File: src/rtl/pipe_ctrl_pkg.sv
// Shared types and constants for the pipeline sequencer.
// Stall encodings, stall-source enum and the source-to-vector map.
package pipe_ctrl_pkg;

  localparam int STALL_W = 6;
  localparam int MC_W    = 4;

  typedef logic [STALL_W-1:0] stall_t;

  // Bit order: [0]PC [1]IF [2]ID [3]EX [4]MEM [5]WB
  localparam stall_t STALL_NONE = 6'b000000;
  localparam stall_t STALL_ID   = 6'b000111;
  localparam stall_t STALL_EX   = 6'b001111;

  typedef enum logic [1:0] {
    SRC_NONE,
    SRC_FLUSH,
    SRC_MC,
    SRC_HAZ
  } stall_src_e;

  function automatic stall_t stall_vec(
    input stall_src_e src
  );
    stall_t v;
    v = STALL_NONE;
    unique case (src)
      SRC_MC:  v = STALL_EX;
      SRC_HAZ: v = STALL_ID;
      default: v = STALL_NONE;
    endcase
    return v;
  endfunction

endpackage

File: src/rtl/pipe_ctrl_scoreboard.sv
// Pending-write scoreboard: one busy bit per architectural register.
// Ports: set/clear/clear-all updates, two combinational lookups, full vector.
module pipe_ctrl_scoreboard
  import pipe_ctrl_pkg::*;
#(
  parameter int NUM_REGS = 32,
  parameter int REG_AW   = 5
) (
  input  logic                clk,
  input  logic                rst,
  input  logic                set_i,
  input  logic [REG_AW-1:0]   set_addr_i,
  input  logic                clr_i,
  input  logic [REG_AW-1:0]   clr_addr_i,
  input  logic                clr_all_i,
  input  logic [REG_AW-1:0]   raddr1_i,
  input  logic [REG_AW-1:0]   raddr2_i,
  output logic                busy1_o,
  output logic                busy2_o,
  output logic [NUM_REGS-1:0] busy_vec_o
);

  logic [NUM_REGS-1:0] busy_q, busy_d;

  // Set is applied after clear so a new producer wins over
  // the retiring one; clear-all overrides both.
  always_comb begin
    busy_d = busy_q;
    if (clr_i) busy_d[clr_addr_i] = 1'b0;
    if (set_i) busy_d[set_addr_i] = 1'b1;
    if (clr_all_i) busy_d = '0;
    busy_d[0] = 1'b0;
  end

  always_ff @(posedge clk) begin
    if (rst) busy_q <= '0;
    else     busy_q <= busy_d;
  end

  assign busy1_o    = busy_q[raddr1_i];
  assign busy2_o    = busy_q[raddr2_i];
  assign busy_vec_o = busy_q;

endmodule

File: src/rtl/pipe_ctrl.sv
// Pipeline sequencer: scoreboard hazards, multi-cycle EX, flush.
// Ports: ID read/write info, EX mc start, WB write, flush in; stall/flush/mc status out.
module pipe_ctrl
  import pipe_ctrl_pkg::*;
#(
  parameter int NUM_REGS  = 32,
  parameter int REG_AW    = 5,
  parameter int MC_CYCLES = 4
) (
  input  logic                clk,
  input  logic                rst,
  input  logic                id_valid_i,
  input  logic                id_re1_i,
  input  logic [REG_AW-1:0]   id_raddr1_i,
  input  logic                id_re2_i,
  input  logic [REG_AW-1:0]   id_raddr2_i,
  input  logic                id_we_i,
  input  logic [REG_AW-1:0]   id_waddr_i,
  input  logic                id_long_i,
  input  logic                ex_mc_start_i,
  input  logic                wb_we_i,
  input  logic [REG_AW-1:0]   wb_waddr_i,
  input  logic                wb_long_i,
  input  logic                flush_req_i,
  output logic [5:0]          stall_o,
  output logic                flush_o,
  output logic                mc_busy_o,
  output logic                mc_done_o,
  output logic [NUM_REGS-1:0] busy_vec_o
);

  localparam logic [MC_W-1:0] MC_LOAD = MC_W'(MC_CYCLES - 1);

  logic            busy1, busy2;
  logic            hazard, set_en, clr_en;
  logic [MC_W-1:0] cnt_q, cnt_d;
  stall_src_e      src;

  pipe_ctrl_scoreboard #(
    .NUM_REGS (NUM_REGS),
    .REG_AW   (REG_AW)
  ) u_sb (
    .clk        (clk),
    .rst        (rst),
    .set_i      (set_en),
    .set_addr_i (id_waddr_i),
    .clr_i      (clr_en),
    .clr_addr_i (wb_waddr_i),
    .clr_all_i  (flush_req_i),
    .raddr1_i   (id_raddr1_i),
    .raddr2_i   (id_raddr2_i),
    .busy1_o    (busy1),
    .busy2_o    (busy2),
    .busy_vec_o (busy_vec_o)
  );

  // No WB->ID bypass: a register cleared this cycle
  // still reads busy, costing one extra stall cycle.
  assign hazard = id_valid_i
    & ((id_re1_i & busy1 & (id_raddr1_i != '0))
     | (id_re2_i & busy2 & (id_raddr2_i != '0)));

  assign mc_busy_o = (cnt_q != '0);
  assign mc_done_o = (cnt_q == MC_W'(1));

  always_comb begin
    src = SRC_NONE;
    priority case (1'b1)
      flush_req_i: src = SRC_FLUSH;
      mc_busy_o:   src = SRC_MC;
      hazard:      src = SRC_HAZ;
      default:     src = SRC_NONE;
    endcase
  end

  assign stall_o = stall_vec(src);
  assign flush_o = flush_req_i;

  // Only an instruction actually leaving ID may claim its
  // destination; a held or flushed one would set it twice.
  assign set_en = id_valid_i & id_we_i & id_long_i
    & (id_waddr_i != '0) & ~stall_o[2] & ~flush_req_i;
  assign clr_en = wb_we_i & wb_long_i;

  // Start while busy cannot happen legally; it is ignored.
  always_comb begin
    cnt_d = cnt_q;
    if (flush_req_i)        cnt_d = '0;
    else if (cnt_q != '0)   cnt_d = cnt_q - MC_W'(1);
    else if (ex_mc_start_i) cnt_d = MC_LOAD;
  end

  always_ff @(posedge clk) begin
    if (rst) cnt_q <= '0;
    else     cnt_q <= cnt_d;
  end

endmodule

File: config.mk
export PLATFORM = sky130hd
export DESIGN_NAME = pipe_ctrl
export DESIGN_NICKNAME = d
export VERILOG_FILES = /design/src/rtl/pipe_ctrl_pkg.sv /design/src/rtl/pipe_ctrl_scoreboard.sv /design/src/rtl/pipe_ctrl.sv
export SDC_FILE = /design/constraint.sdc
export NUM_CORES = 1
export LEC_CHECK = 0
export ABC_AREA = 1
export CAP_MARGIN = 20
export CORE_MARGIN = 1.5
export CORE_UTILIZATION = 44
export CTS_CLUSTER_DIAMETER = 200
export DETAILED_ROUTE_END_ITERATION = 7
export PLACE_DENSITY_LB_ADDON = 0.25
export SLEW_MARGIN = 15
export SYNTH_ARGS = -nofsm -noshare
export SYNTH_HDL_FRONTEND = slang
export SYNTH_SLANG_ARGS = --single-unit
File: constraint.sdc
create_clock -name clk -period 1.9 [get_ports clk]
set_input_delay 0.38 -clock clk [delete_from_list [all_inputs] [get_ports clk]]
set_output_delay 0.38 -clock clk [all_outputs]
set_load 0.03 [all_outputs]
==> impl_metrics.py <==
metrics = {
    "global_route": {
        "grt_pass1_vias": 2949,
        "overflow": 0,
        "grt_max_degree": 32,
        "track_usage": 0.280,
        "antenna_found_initial": 0,
        "grt_pass1_wl_um": 13900,
    },
    "layout": {
        "nNetsFinal": 564,
        "area_growth_pct": 47.7,
        "fin_cells": 607,
        "fillers": 529,
        "utilization": 0.666,
        "antenna_cells": 0,
        "drive_gt1_frac": 0.289,
    },
    "synth": {
        "yosysTopAreaCell": "dfxtp_1",
        "syn_area_um2": 2640,
        "yosysMostFrequentCell": "nand2_1",
        "ys_types": 29,
        "synthCells": 420,
        "synth.top_cell.area_share": 0.265,
        "ys_seq_area_frac": 0.265,
        "synth-seq-cells": 35,
        "syn_area_per_cell_um2": 6.29,
        "ys_top_cells_by_area": "dfxtp_1 27%, nand3_1 14%, nand2_1 12%, inv_1 7.3%, nor2_1 6.7%",
        "async_flop_share": 0,
        "synth_flop_cell": "dfxtp_1",
        "synth_common_cells": "81 x nand2_1, 75 x nand3_1, 51 x inv_1",
        "ys_warn_count": 0,
        "synth_edf_count": 0,
    },
    "place": {
        "io_buffers": 68,
        "place_inst": 591,
        "dp_slack_ps": -804,
        "dp_hpwl_um": 6780,
        "place.gp.congestion": 0.931,
    },
    "routing": {
        "drc": 0,
        "routedWlPerCell_um": 14.8,
        "viasPerCell": 5.33,
        "via_count": 3236,
        "wirelength_um": 8980,
        "drtPass1Iterations": 5,
        "initialDrtViolationCount": 197,
        "ant_nets": 0,
    },
    "cts": {
        "cts_tree": "built",
        "root_buffer": "clkbuf_8",
        "numCtsBuffers": 5,
        "cts_hold_buf": 0,
        "cts_htree_levels": 2,
        "clkTransAtPathRegs_ps": 70,
        "clock_latency_ps": 290,
        "clk_path_buf_depth": 2,
        "cts_sinks": 35,
    },
    "sta": {
        "finalSetupViolations": 3,
        "min_period_over_period": 1.13,
        "slew_violations": 0,
        "max_freq_mhz": 464,
        "layout_setup_ws_ps": -255,
        "hold_viol_final": 0,
        "rsz0062_at_grt": "true",
        "fin_worst_skew_ps": 11.4,
        "finalHoldWorstSlack_ps": 468,
        "min_period_ps": 2160,
    },
    "worst_setup_path": {
        "crit_required_ps": 1520,
        "worstSetupStartpointType": "register",
        "critPathMaxFanout": 3,
        "worst_ep_arrival_time_ps": 1780,
        "endpoint_kind": "output port",
        "critPathKind": "reg2out",
    },
    "pwr": {
        "power_density_nw_per_um2": 471,
        "ir_worst_vdd_v": 0.000458,
        "leakage_nw": 1.66,
    },
    "floorplanning": {
        "initial_utilization": 0.451,
        "coreArea_um2": 5850,
        "std_cell_rows": 28,
        "num_io_pins": 72,
        "die-area_um2": 6470,
        "die_h_um": 80.5,
        "dieWidth_um": 80.5,
    },
    "run_status": {
        "status": "finished with violations",
        "violations": "setup timing",
    },
    "hold_path": {
        "hold_path_class": "reg2reg",
    },
    "job": {
        "maxCapViolations": 0,
    },
}
==> metrics by stage <==
step           area (um^2)  setup TNS [ps]  total power (W)
5_1_grt               3900           -1590          0.00191
6_report              3900            -764          0.00184
3_3_place_gp          3620          -21780          0.00124
3_5_place_dp          3620          -24470          0.00125
4_1_cts               3770            -661          0.00179
2_1_floorplan         2660            -841          0.00109
==> sequential cells by signal (all words and copies together) (netlist names) <==
signal           cells
u_sb.busy_vec_o     31
cnt_q                4
==> path summary, 6_finish.rpt <==
kind | end | slack [ps] | cells past startpoint | from
min reg2reg | cnt_q[1] | 470 | 2 | cnt_q[1]
max reg2reg | u_sb.busy_vec_o[16] | 30 | 17 | u_sb.busy_vec_o[18]
max | stall_o[1] | -260 | 15 | u_sb.busy_vec_o[18]
min | cnt_q[1] | 470 | 2 | cnt_q[1]
==> cell families after synthesis <==
| group | Yosys count | share of synthesized area |
|---|---|---|
| AO/OA/AOI/OAI | 75 | 0.161 |
| XOR/XNOR | 2 | 0.00664 |
| adder cells (fa/ha/maj) | 2 | 0.00948 |
| buffers and inverters | 77 | 0.152 |
| flip-flops | 35 | 0.265 |
| other | 1 | 0.00142 |
| AND/OR/NAND/NOR | 228 | 0.404 |
==> metal layers <==
layer / global-route usage / share of wire / up-vias
li1: - / - / 1583
met1: 0.342 / 0.42 / 1486
met2: 0.504 / 0.50 / 153
met3: 0.0352 / 0.063 / 14
met4: 0.0862 / 0.019 / 0
met5: 0 / 0 / -
==> cell usage in the layout, fill, tap and decap left out, types with 3 or more instances in the layout <==
cell / netlist / final
buf_12: 0 / 4
buf_6: 5 / 11
clkbuf_2: 0 / 3
nor2_2: 0 / 5
o21ai_1: 0 / 3
nand3_2: 14 / 19
dfxtp_2: 0 / 14
nor3_1: 3 / 3
buf_2: 3 / 4
a21oi_1: 25 / 22
dfxtp_1: 35 / 21
buf_4: 9 / 47
inv_1: 51 / 38
or2_2: 3 / 3
nor2_1: 47 / 42
nand2_2: 2 / 6
nand3_1: 75 / 70
a21oi_2: 10 / 13
o21ai_0: 35 / 32
inv_2: 0 / 11
nand2_1: 81 / 77
conb_1: 1 / 3
clkdlybuf4s50_1: 0 / 51
clkbuf_8: 0 / 5
==> critical path: stages, from the launching register on <==
cell        delay (ps)
dfxtp_2            330
inv_2               60
nand2_1             50
nand3_1             60
nand2_1             80
nand2_1             80
nand2_1             70
nor2_1              80
nand2_1             50
nand3_1             70
nand2_2             80
nand2_2             60
nand2_2             60
nand2_4             80
clkinvlp_4         110
buf_6              150
==> repair_timing <==
item,in CTS,in global routing
resized for setup,66,37
setup buffers,1,3
endpoints found under the setup margin,36,38
cloned,3,2
pin swaps,7,10
==> report_power, final <==
part | internal, W | switching, W
logic | 0.000241 | 0.000324
clock network | 0.000257 | 0.000268
registers | 0.000741 | 0.00000512
==> cell type report <==
class	instances	area [um^2]	share of cell area
inverter	52	204	0.0523
clock inverter	1	5.00	0.00128
clock buffer	7	76.3	0.0196
tap	75	93.8	0.0241
multi-input combinational	310	1610	0.412
timing repair inverter	1	7.51	0.00193
sequential	35	718	0.184
timing repair buffer	126	1190	0.304
No activity file was read; power rests on OpenSTA's default activity.
